--- src/rtl/uart_rx_if.sv ---
// Signal bundle between a UART receiver (slave) and the logic that feeds and consumes it (master).
interface uart_rx_if #(
    parameter int DATA_WIDTH = 8
);
    logic                  RX_IN;
    logic                  PAR_EN;
    logic                  PAR_Type;
    logic [DATA_WIDTH-1:0] P_Data;
    logic                  Data_Valid;
    logic                  Par_Err;
    logic                  Stp_Err;

    modport slave  (input  RX_IN, PAR_EN, PAR_Type,
                    output P_Data, Data_Valid, Par_Err, Stp_Err);
    modport master (output RX_IN, PAR_EN, PAR_Type,
                    input  P_Data, Data_Valid, Par_Err, Stp_Err);
endinterface

--- src/rtl/uart_rx.sv ---
// Oversampling UART receiver: LSB-first, optional parity, one stop bit.
// Define UART_RX_MAJORITY_VOTE_EN to decide each bit by a 3-sample majority around the bit centre.
module uart_rx #(
    parameter int DATA_WIDTH = 8,
    parameter int OVERSAMPLE = 8
) (
    input  logic     CLK,
    input  logic     RST,
    uart_rx_if.slave bus
);
    localparam int EW = (OVERSAMPLE > 1) ? $clog2(OVERSAMPLE) : 1;
    localparam int BW = (DATA_WIDTH > 1) ? $clog2(DATA_WIDTH) : 1;
    localparam logic [EW-1:0] SAMPLE    = EW'(OVERSAMPLE / 2);
    localparam logic [EW-1:0] EDGE_LAST = EW'(OVERSAMPLE - 1);
    localparam logic [BW-1:0] BIT_LAST  = BW'(DATA_WIDTH - 1);

    localparam logic [2:0] IDLE   = 3'd0;
    localparam logic [2:0] START  = 3'd1;
    localparam logic [2:0] DATA   = 3'd2;
    localparam logic [2:0] PARITY = 3'd3;
    localparam logic [2:0] STOP   = 3'd4;

    logic                  rx_meta;
    logic                  rx_s;
    logic [2:0]            state;
    logic [EW-1:0]         edge_cnt;
    logic [BW-1:0]         bit_cnt;
    logic [DATA_WIDTH-1:0] shift_reg;
    logic                  par_en_l;
    logic                  par_type_l;
    logic                  par_mismatch;
    logic [DATA_WIDTH-1:0] p_data_r;
    logic                  data_valid_r;
    logic                  par_err_r;
    logic                  stp_err_r;
    logic                  bit_val;
    logic                  decide;
    logic                  wrap;
    logic                  exp_par;

    always_ff @(posedge CLK or negedge RST) begin
        if (!RST) begin
            rx_meta <= 1'b1;
            rx_s    <= 1'b1;
        end else begin
            rx_meta <= bus.RX_IN;
            rx_s    <= rx_meta;
        end
    end

`ifdef UART_RX_MAJORITY_VOTE_EN
    localparam logic [EW-1:0] DECIDE_AT = SAMPLE + EW'(1);

    logic samp_early;
    logic samp_mid;

    // The third vote is the live rx_s in the decision cycle itself.
    always_ff @(posedge CLK or negedge RST) begin
        if (!RST) begin
            samp_early <= 1'b1;
            samp_mid   <= 1'b1;
        end else begin
            if (edge_cnt == SAMPLE - EW'(1)) samp_early <= rx_s;
            if (edge_cnt == SAMPLE)          samp_mid   <= rx_s;
        end
    end

    assign bit_val = (samp_early & samp_mid) | (samp_early & rx_s) | (samp_mid & rx_s);
`else
    localparam logic [EW-1:0] DECIDE_AT = SAMPLE;

    assign bit_val = rx_s;
`endif

    assign decide  = (edge_cnt == DECIDE_AT);
    assign wrap    = (edge_cnt == EDGE_LAST);
    assign exp_par = par_type_l ? ~^shift_reg : ^shift_reg;

    // The IDLE cycle that first sees the low line counts as edge 0 of the start bit.
    always_ff @(posedge CLK or negedge RST) begin
        if (!RST) begin
            state        <= IDLE;
            edge_cnt     <= '0;
            bit_cnt      <= '0;
            shift_reg    <= '0;
            par_en_l     <= 1'b0;
            par_type_l   <= 1'b0;
            par_mismatch <= 1'b0;
            p_data_r     <= '0;
            data_valid_r <= 1'b0;
            par_err_r    <= 1'b0;
            stp_err_r    <= 1'b0;
        end else begin
            data_valid_r <= 1'b0;
            case (state)
                IDLE: begin
                    edge_cnt <= '0;
                    bit_cnt  <= '0;
                    if (!rx_s) begin
                        state        <= START;
                        edge_cnt     <= EW'(1);
                        par_en_l     <= bus.PAR_EN;
                        par_type_l   <= bus.PAR_Type;
                        par_mismatch <= 1'b0;
                    end
                end
                START: begin
                    edge_cnt <= wrap ? '0 : edge_cnt + EW'(1);
                    if (decide && bit_val) begin
                        state    <= IDLE;
                        edge_cnt <= '0;
                    end else if (wrap) begin
                        state <= DATA;
                    end
                end
                DATA: begin
                    edge_cnt <= wrap ? '0 : edge_cnt + EW'(1);
                    if (decide) shift_reg <= {bit_val, shift_reg[DATA_WIDTH-1:1]};
                    if (wrap) begin
                        bit_cnt <= bit_cnt + BW'(1);
                        if (bit_cnt == BIT_LAST) begin
                            bit_cnt <= '0;
                            state   <= par_en_l ? PARITY : STOP;
                        end
                    end
                end
                PARITY: begin
                    edge_cnt <= wrap ? '0 : edge_cnt + EW'(1);
                    if (decide) par_mismatch <= (bit_val != exp_par);
                    if (wrap) state <= STOP;
                end
                STOP: begin
                    edge_cnt <= wrap ? '0 : edge_cnt + EW'(1);
                    // Leave half a bit early so a back-to-back start edge is never missed.
                    if (decide) begin
                        p_data_r     <= shift_reg;
                        par_err_r    <= par_mismatch;
                        stp_err_r    <= ~bit_val;
                        data_valid_r <= bit_val & ~par_mismatch;
                        state        <= IDLE;
                        edge_cnt     <= '0;
                    end
                end
                default: begin
                    state    <= IDLE;
                    edge_cnt <= '0;
                end
            endcase
        end
    end

    assign bus.P_Data     = p_data_r;
    assign bus.Data_Valid = data_valid_r;
    assign bus.Par_Err    = par_err_r;
    assign bus.Stp_Err    = stp_err_r;
endmodule

--- src/flat_wrapper.sv ---
// flat-port wrapper written by rule: the top's interface ports become plain ports
module uart_rx_flat 
#(
    parameter int DATA_WIDTH = 8,
    parameter int OVERSAMPLE = 8
)
  (CLK, RST, bus_RX_IN, bus_PAR_EN, bus_PAR_Type, bus_P_Data, bus_Data_Valid, bus_Par_Err, bus_Stp_Err);
  uart_rx_if #(.DATA_WIDTH(DATA_WIDTH)) bus_i ();
  input  logic CLK;
  input  logic RST;
  input wire logic [$bits(bus_i.RX_IN)-1:0] bus_RX_IN;
  input wire logic [$bits(bus_i.PAR_EN)-1:0] bus_PAR_EN;
  input wire logic [$bits(bus_i.PAR_Type)-1:0] bus_PAR_Type;
  output wire logic [$bits(bus_i.P_Data)-1:0] bus_P_Data;
  output wire logic [$bits(bus_i.Data_Valid)-1:0] bus_Data_Valid;
  output wire logic [$bits(bus_i.Par_Err)-1:0] bus_Par_Err;
  output wire logic [$bits(bus_i.Stp_Err)-1:0] bus_Stp_Err;
  assign bus_i.RX_IN = bus_RX_IN;
  assign bus_i.PAR_EN = bus_PAR_EN;
  assign bus_i.PAR_Type = bus_PAR_Type;
  assign bus_P_Data = bus_i.P_Data;
  assign bus_Data_Valid = bus_i.Data_Valid;
  assign bus_Par_Err = bus_i.Par_Err;
  assign bus_Stp_Err = bus_i.Stp_Err;
  uart_rx #(.DATA_WIDTH(DATA_WIDTH), .OVERSAMPLE(OVERSAMPLE)) u_core (.CLK(CLK), .RST(RST), .bus(bus_i));
endmodule
--- config.mk ---
export PLATFORM = sky130hd
export DESIGN_NAME = uart_rx_flat
export DESIGN_NICKNAME = d
export VERILOG_FILES = /design/src/rtl/uart_rx_if.sv /design/src/rtl/uart_rx.sv /design/src/flat_wrapper.sv
export SDC_FILE = /design/constraint.sdc
export NUM_CORES = 1
export LEC_CHECK = 0
export BUFFER_PORTS_ARGS = -buffer_cell sky130_fd_sc_hd__buf_2
export CORE_ASPECT_RATIO = 0.5
export CORE_UTILIZATION = 54
export CTS_BUF_LIST = sky130_fd_sc_hd__clkbuf_4
export DETAILED_ROUTE_END_ITERATION = 10
export PLACE_DENSITY = 0.79
export SETUP_SLACK_MARGIN = 0.02
export SLEW_MARGIN = 20
export SYNTH_ARGS = -nofsm -noshare
export SYNTH_HDL_FRONTEND = slang
export SYNTH_SLANG_ARGS = --single-unit
--- constraint.sdc ---
create_clock -name CLK -period 1.8 [get_ports CLK]
set_clock_uncertainty 0.1 [all_clocks]
set_input_delay 0.18 -clock CLK [delete_from_list [all_inputs] [get_ports CLK]]
set_output_delay 0.18 -clock CLK [all_outputs]
set_load 0.005 [all_outputs]
# ---- Word level (Yosys, flattened, before mapping)
# Index checks and enable logic that the tools add are counted.
dict set report op_classes {
  addsub 2
  eq_ne 15
  muxes 23
  bitwise_logic 3
  reduce_logical 13
}
# cell n
set ops {}
lappend ops {{3-bit two-way mux} 13}
lappend ops {{3-bit case mux with 5 select lines} 1}
lappend ops {{3-bit equality test, second input constant} 4}
lappend ops {{3-bit case mux with 4 select lines} 1}
lappend ops {{2-bit by 1-bit inequality test with 1-bit output, second input constant} 5}
lappend ops {{2-bit AND reduction} 4}
lappend ops {{8-bit XNOR reduction} 1}
lappend ops {{8-bit XOR reduction} 1}
lappend ops {{3-bit by 1-bit adder with 3-bit output, second input constant} 2}
lappend ops {{3-bit by 2-bit equality test with 1-bit output, second input constant} 2}
lappend ops {{1-bit two-way mux} 6}
lappend ops {{3-bit case mux with 2 select lines} 1}
lappend ops {{6-bit AND reduction} 1}
lappend ops {{2-bit nonzero test} 2}
lappend ops {{3-bit by 1-bit equality test with 1-bit output, second input constant} 1}
lappend ops {{3-bit zero test} 1}
lappend ops {{3-bit by 1-bit inequality test with 1-bit output, second input constant} 1}
lappend ops {{3-bit AND reduction} 1}
lappend ops {{2-bit inequality test, second input constant} 1}
lappend ops {{1-bit inverter} 2}
lappend ops {{1-bit case mux with 2 select lines} 1}
lappend ops {{2-bit OR reduction} 1}
lappend ops {{1-bit AND} 1}
lappend ops {{1-bit logical AND} 1}
lappend ops {{1-bit inequality test} 1}
dict set report totals {
  ff_bits 33
  in_bits 5
  out_inout_bits 11
  elab_cells 69
}

# ---- Logic depth before layout (Yosys ltp)
# Gate-level depths: netlist of run 1.
dict set report logic_depth {
  depth_word 5
  mapped_depth 7
  mapped_depth_nobuf 6
}

# ---- Least setup slack after synthesis of run 1
# OpenSTA, ideal clock, no wires.
dict set report synth_timing {
  path_kind {register to register}
  from {reg u_core.edge_cnt[0]}
  to {reg u_core.state[1]}
  setup_time_ns 0.125
  arrival_time_ns 1.638
  required_ns 1.575
  setup_slack_ns -0.063
  path_stages_with_launch 8
  path_buffers 1
  period_less_slack_ns 1.863
  path_cell_list {dfrtp_1 -> ha_1 -> ha_1 -> buf_2 -> nor3b_1 -> o21ai_2 -> o311ai_2 -> mux2_4}
}
dict set report synth_via {
  elab_chain_cells 4
  word_cells_on_any_way 10
  classes_between {eq/ne (6); mux (2); reduce/logical (2)}
}
# element line
set synth_lines {}
lappend synth_lines {{start: declaration} uart_rx.sv:26} ;# logic [EW-1:0] edge_cnt;
lappend synth_lines {{start signal: assignment} uart_rx.sv:108} ;# edge_cnt <= wrap ? '0 : edge_cnt + EW'(1);
lappend synth_lines {{start signal: assignment} uart_rx.sv:117} ;# edge_cnt <= wrap ? '0 : edge_cnt + EW'(1);
lappend synth_lines {{start signal: assignment} uart_rx.sv:128} ;# edge_cnt <= wrap ? '0 : edge_cnt + EW'(1);
lappend synth_lines {{3-bit equality test} uart_rx.sv:75} ;# assign decide = (edge_cnt == DECIDE_AT);
lappend synth_lines {{1-bit logical AND} uart_rx.sv:109} ;# if (decide && bit_val) begin
lappend synth_lines {{3-bit by 1-bit inequality test with 1-bit output (no source line) / 3-bit two-way mux (equally long branches)} n/a}
lappend synth_lines {{6-bit AND reduction (no source line) / 3-bit case mux with 5 select lines (equally long branches)} n/a}
lappend synth_lines {{end signal: assignment} uart_rx.sv:123} ;# state <= par_en_l ? PARITY : STOP;
lappend synth_lines {{end: declaration} uart_rx.sv:25} ;# logic [2:0] state;
# Several ways; a longest one is shown, not always the timed one.
# A chain may end at the register's enable or synchronous reset.

# ---- Worst setup path in the final report of run 1
# Ends and elaborated chain as after synthesis.

==> results_dict.tcl, run 1 <==
set metrics [dict create \
    synthCells 121 \
    slew_headroom_pct 52.95 \
    drt-initial-drc-count 32 \
    multiInputGateArea_sq_um 762.0 \
    fin_hold_ws_ns 0.2651 \
    port_buffers 15 \
    crit_path_max_incr_delay_ns 0.43 \
    ir_drop_uv 712.6 \
    insertion_delay_ns 0.34 \
    nets 162 \
    fmax_ghz 0.5802 \
    worst_setup_path_start_kind "register" \
    setup.worst_path.end "u_core.state[1]" \
    die_y_um 40.51 \
    num_antenna_cells 0 \
    synth_area_sq_um 1602 \
    hp-class "reg -> reg" \
    start_util_pct 59.31 \
    dpl_cell_area_sq_um 1778 \
    synth_cell_types 34 \
    grt_pass1_wl_um 4574 \
    fin_area_sq_um 1926 \
    crit_start "u_core.edge_cnt[0]" \
    die_w_um 79.02 \
    max_cap_violations 0 \
    dp_hpwl_um 1925 \
    crit_type "reg -> reg" \
    period_share_pct 95.75 \
    path_max_fanout 4 \
    cts_tree "done" \
    core_sq_um 2700 \
    cts-root-buf "clkbuf_4" \
    fin_ws_ns 0.07643 \
    antenna_found_initial 0 \
    setup_viol 0 \
    slowest_stage "dfrtp_1" \
    synth_top_cell_by_area "dfrtp_1" \
    synth_area_leaders "dfrtp_1 (48%), mux2_2 (8.4%), mux2_4 (7.5%), ha_1 (3.9%), dfstp_2 (3.3%)" \
    clock-sinks 33 \
    cp.required_ns 1.93 \
    reg2regPathDepth 6 \
    reg2reg_slack_ns 0.08 \
    critPathCaptureType "register" \
    outcome "finished, final reports clean" \
    postSynth.asyncResetShare_pct 100.0 \
    powerDensity_nw_per_um2 1243 \
    synth_enable_flop_cells 0 \
    syn_area_per_cell_sq_um 13.24 \
    syn_to_final_growth_pct 20.23 \
    synth-main-ff-cell "dfrtp_1" \
    rsz0062_at_grt "true" \
    track_usage_pct 20.91 \
    clockBufferDepth 2 \
    yosysWarnings 0 \
    drc 0 \
    cts-buffers-inserted 5 \
    ys_seq_area_share_pct 51.72 \
    power.leakage_nw 0.9555 \
    power_mw 2.393 \
    overflow 0 \
    post_drt_wl_per_cell_um 14.92 \
    dr.pass1.iters 4 \
    synth_top_area_share_pct 48.44 \
    cp.arrival_ns 1.85 \
    r2r_end "u_core.state[1]" \
    io_pins 16 \
    drive_above_1_share_pct 42.48 \
    nFillCells 181 \
    clk_pin_slew_ns 0.11 \
    synth_fp_nets 131 \
    grt_start_max_net_pins 34 \
    rows 13 \
    vias 1006 \
    htreeDepth 2 \
    cp_cell_sequence "ha_2, ha_4, nor3b_4, o21ai_2, o311ai_4, mux2_4" \
    synth-seq-cells 33 \
    gp_congestion 0.7876 \
    dieArea_sq_um 3201 \
    grt_pass1_vias 964 \
    hold_viol_final 0 \
    final_antenna_net_count 0 \
    period_minus_slack_ns 1.724 \
    tightest_slew_ns 0.7057 \
    wl_um 2835 \
    slew_violations 0 \
    dp_slack_ns 0.03216 \
    rr_startpoint "u_core.edge_cnt[0]" \
    routed_via_density 5.295 \
    seq_area_sq_um 828.3 \
]
synthesized netlist by cell type (2+ instances only):
cell type,n
o2bb2ai_1,4
ha_1,5
a31oi_1,3
dfrtp_1,31
dfstp_2,2
and2_1,2
xnor2_1,6
nor2b_1,5
mux2_2,12
a21oi_1,2
buf_6,2
inv_1,4
nand2_1,7
o21ai_0,4
mux2_4,8
o31ai_1,2
nor2_1,4
o211ai_1,2
cell type report:
| cell class | instances | share of cell area, % |
|---|---|---|
| Sequential cell | 33 | 43.01 |
| Multi-Input combinational cell | 80 | 39.57 |
| Timing Repair Buffer | 28 | 10.14 |
| Tap cell | 37 | 2.404 |
| Clock inverter | 3 | 2.144 |
| Clock buffer | 5 | 1.949 |
| Inverter | 4 | 0.7797 |
repair_timing:
item | CTS | global route
pin swaps | 1 | 3
buffers inserted | 0 | 1
hold endpoints to repair | 34 | 0
hold buffers | 4 | 0
setup endpoints to repair | 1 | 3
resized for setup | 2 | 2
kinds of logic (layout without fill, tap and decap cells):
family,after synthesis,in the layout,share of synthesized area [%]
adders and majority gates,5,5,3.906
xor gates and xnor gates,8,8,5.234
buffers and inverters,8,40,3.125
muxes,21,21,16.56
and+or+nand+nor,26,26,10.16
AOI/OAI and AO/OA,20,20,9.297
DFF,33,33,51.72
worst max-delay path: cells and delay by family, from the launching register on:
kind	cells	cell delay [ns]
adders and majority gates	2	0.38
AOI/OAI and AO/OA	2	0.20
muxes	1	0.33
DFF	1	0.43
and+or+nand+nor	1	0.17
layer usage:
layer	part of all wire (%)	wire [um]	GRT usage, %
met5	0	0	0
met4	1.5	43	10.91
met3	4.5	127	5.455
met1	47	1324	25.71
met2	47	1340	35.78
worst min path at each step:
stage,depth (start not counted),startpoint,slack [ns],endpoint
4_1_cts,0,u_core.rx_meta,0.27,u_core.bit_val
3_5_place_dp,1,RST,0.17,u_core.bus.P_Data[5]
2_1_floorplan,0,RST,-0.22,u_core.bit_cnt[0]
5_1_grt,0,u_core.rx_meta,0.27,u_core.bit_val
3_3_place_gp,1,RST,0.17,u_core.bus.P_Data[4]
6_report,0,u_core.rx_meta,0.27,u_core.bit_val
per-stage QoR:
step           setup TNS [ns]  utilization [%]  instances
3_5_place_dp                0            65.85        177
3_3_place_gp                0            65.85        177
6_report                    0            71.32        190
5_1_grt              -0.05308            71.32        190
4_1_cts                     0            70.71        189
2_1_floorplan               0                -        121
cells in the final DEF (no fill, tap or decap), drive strengths merged, types with 2 or more instances in the layout:
master / Yosys / layout
mux2: 20 / 20
nor2b: 5 / 5
o21ai: 5 / 5
buf: 4 / 24
nor3: 2 / 2
o2bb2ai: 4 / 4
ha: 5 / 5
nand3: 2 / 2
o211ai: 2 / 2
dfstp: 2 / 2
a21oi: 2 / 2
nand2: 7 / 7
nor2: 4 / 4
o31ai: 2 / 2
inv: 4 / 4
xnor2: 6 / 6
and2: 2 / 2
a31oi: 3 / 3
dlygate4sd3: 0 / 4
clkbuf: 0 / 5
dfrtp: 31 / 31
nor3b: 2 / 2
power by group:
part / internal (mW) / switching [mW]
registers: 0.857 / 0.141
logic: 0.444 / 0.400
clock network: 0.287 / 0.263
Note: power is estimated with default switching activity, not from simulation.
==> run 2: changes to the inputs <==
--- a/config.mk
+++ b/config.mk
@@ -7,10 +7,10 @@
 export LEC_CHECK = 0
 export BUFFER_PORTS_ARGS = -buffer_cell sky130_fd_sc_hd__buf_2
 export CORE_ASPECT_RATIO = 0.5
-export CORE_UTILIZATION = 54
+export CORE_UTILIZATION = 45
 export CTS_BUF_LIST = sky130_fd_sc_hd__clkbuf_4
 export DETAILED_ROUTE_END_ITERATION = 10
-export PLACE_DENSITY = 0.79
+export PLACE_DENSITY = 0.68
 export SETUP_SLACK_MARGIN = 0.02
 export SLEW_MARGIN = 20
 export SYNTH_ARGS = -nofsm -noshare
==> results_dict.tcl, run 2 (same netlist as run 1, synthesis figures left out) <==
set metrics [dict create \
    grt_use_met1_pct 22.24 \
    fin_hold_ws_ns 0.2634 \
    final_cell_mix "dfrtp_1 (31), buf_2 (15), mux2_2 (12), buf_4 (9), mux2_4 (8)" \
    cp.required_ns 1.92 \
    insertion_delay_ns 0.33 \
    period_share_pct 95.97 \
    pwr-share-comb_pct 39.2 \
    io_pins 16 \
    gp_congestion 0.8919 \
    power.switching_mw 0.7899 \
    start_util_pct 50.24 \
    slowest_stage "dfrtp_1" \
    max_cap_violations 0 \
    powerDensity_nw_per_um2 1180 \
    p_seq_share_pct 43.0 \
    cp_cell_sequence "ha_2, ha_4, nor3b_4, o21ai_2, o311ai_4, mux2_4" \
    period_minus_slack_ns 1.728 \
    cts-buffers-inserted 5 \
    routed_via_density 4.980 \
    dp_slack_ns 0.03295 \
    tightest_slew_ns 0.7121 \
    syn_to_final_growth_pct 19.92 \
    htreeDepth 2 \
    fmax_ghz 0.5789 \
    grt_pass1_vias 1068 \
    clk_pin_slew_ns 0.10 \
    crit_type "reg -> reg" \
    crit_path_max_incr_delay_ns 0.41 \
    grt_busiest_layer "met2" \
    final_antenna_net_count 0 \
    overflow 0 \
    die_w_um 86.37 \
    grt_pass1_wl_um 4933 \
    slew_violations 0 \
    dp_hpwl_um 1965 \
    clock-sinks 33 \
    drc 0 \
    use_met3_pct 4.478 \
    worst_setup_path_start_kind "register" \
    setup_viol 0 \
    cts_tree "done" \
    antenna_found_initial 0 \
    grt_use_met2_pct 29.68 \
    die_y_um 44.19 \
    dieArea_sq_um 3816 \
    rows 14 \
    grt_start_max_net_pins 34 \
    nFillCells 276 \
    switching_share_pct 34.86 \
    num_antenna_cells 0 \
    vias 1006 \
    fin_util_pct 60.24 \
    nets 163 \
    final_common_cell "dfrtp_1" \
    p_int_mw 1.476 \
    path_max_fanout 4 \
    port_buffers 15 \
    drt-initial-drc-count 26 \
    dr.pass1.iters 4 \
    clock_power_share_pct 17.8 \
    setup_tns_ns 0 \
    hp-class "reg -> reg" \
    drive_above_1_share_pct 42.86 \
    hold_viol_final 0 \
    critPathCaptureType "register" \
    clockBufferDepth 2 \
    slew_headroom_pct 52.53 \
    outcome "finished, final reports clean" \
    cp.arrival_ns 1.85 \
    cts-root-buf "clkbuf_4" \
    ir_drop_uv 507.2 \
    fin_ws_ns 0.07248 \
    rsz0062_at_grt "false" \
    core_sq_um 3188 \
    post_drt_wl_per_cell_um 13.79 \
    track_usage_pct 17.67 \
    reg2reg_slack_ns 0.07 \
    wl_um 2785 \
    power.leakage_nw 0.9515 \
]
run 2: what timing repair did:
item | in CTS | in global routing
hold buffers | 4 | 0
hold endpoints to repair | 34 | 0
gates resized for setup | 2 | 1
endpoints found under the setup margin | 1 | 9
setup buffers | 0 | 1
pin swaps | 2 | 3
run 2: final timing paths:
| check | from | to | cells past startpoint |
|---|---|---|---|
| worst max-delay path | u_core.edge_cnt[0] | u_core.state[1] | 6 |
| worst min-delay path | u_core.rx_meta | u_core.bit_val | 0 |
| worst max register to register | u_core.edge_cnt[0] | u_core.state[1] | 6 |
| worst min register to register | u_core.rx_meta | u_core.bit_val | 0 |
| max in group asynchronous | RST | u_core.bus.Data_Valid | 2 |
| min in group asynchronous | RST | u_core.shift_reg[3] | 2 |
run 2: area by class of cell:
| cell class | instances | area, sq um | area share (%) |
|---|---|---|---|
| Timing Repair Buffer | 29 | 202.7 | 10.55 |
| Clock buffer | 5 | 37.54 | 1.954 |
| Clock inverter | 3 | 17.52 | 0.9121 |
| Multi-Input combinational cell | 80 | 759.5 | 39.54 |
| Sequential cell | 33 | 828.3 | 43.13 |
| Inverter | 4 | 15.01 | 0.7818 |
| Tap cell | 48 | 60.06 | 3.127 |
run 2: power groups by stage:
stage / Clock [mW] / Sequential [mW] / Combinational [mW]
after floorplan: 0 / 0.957 / 0.658
after global placement: 0 / 0.977 / 0.824
after detailed placement: 0 / 0.984 / 0.848
after CTS: 0.420 / 0.974 / 0.868
after global routing: 0.451 / 0.993 / 0.969
final: 0.402 / 0.975 / 0.889
run 2: routing by layer:
layer / wire length, um / vias up / part of all wire, %
li1: - / 490 / -
met1: 1306 / 495 / 47
met2: 1351 / 16 / 49
met3: 88 / 5 / 3.2
met4: 38 / 0 / 1.4
met5: 0 / - / 0
run 2: worst max-delay path: cells and delay by family, from the launching register on:
kind / cells / cell delay, ns
flops: 1 / 0.41
compound gates: 2 / 0.22
fa+ha+maj: 2 / 0.37
simple gates: 1 / 0.19
mux: 1 / 0.33
run 2: per-stage QoR:
stage	area, sq um	total power, mW	cells
after floorplan	1625	1.615	121
after global placement	1799	1.801	189
after detailed placement	1799	1.831	189
after CTS	1907	2.262	201
after global routing	1921	2.413	202
final	1921	2.266	202
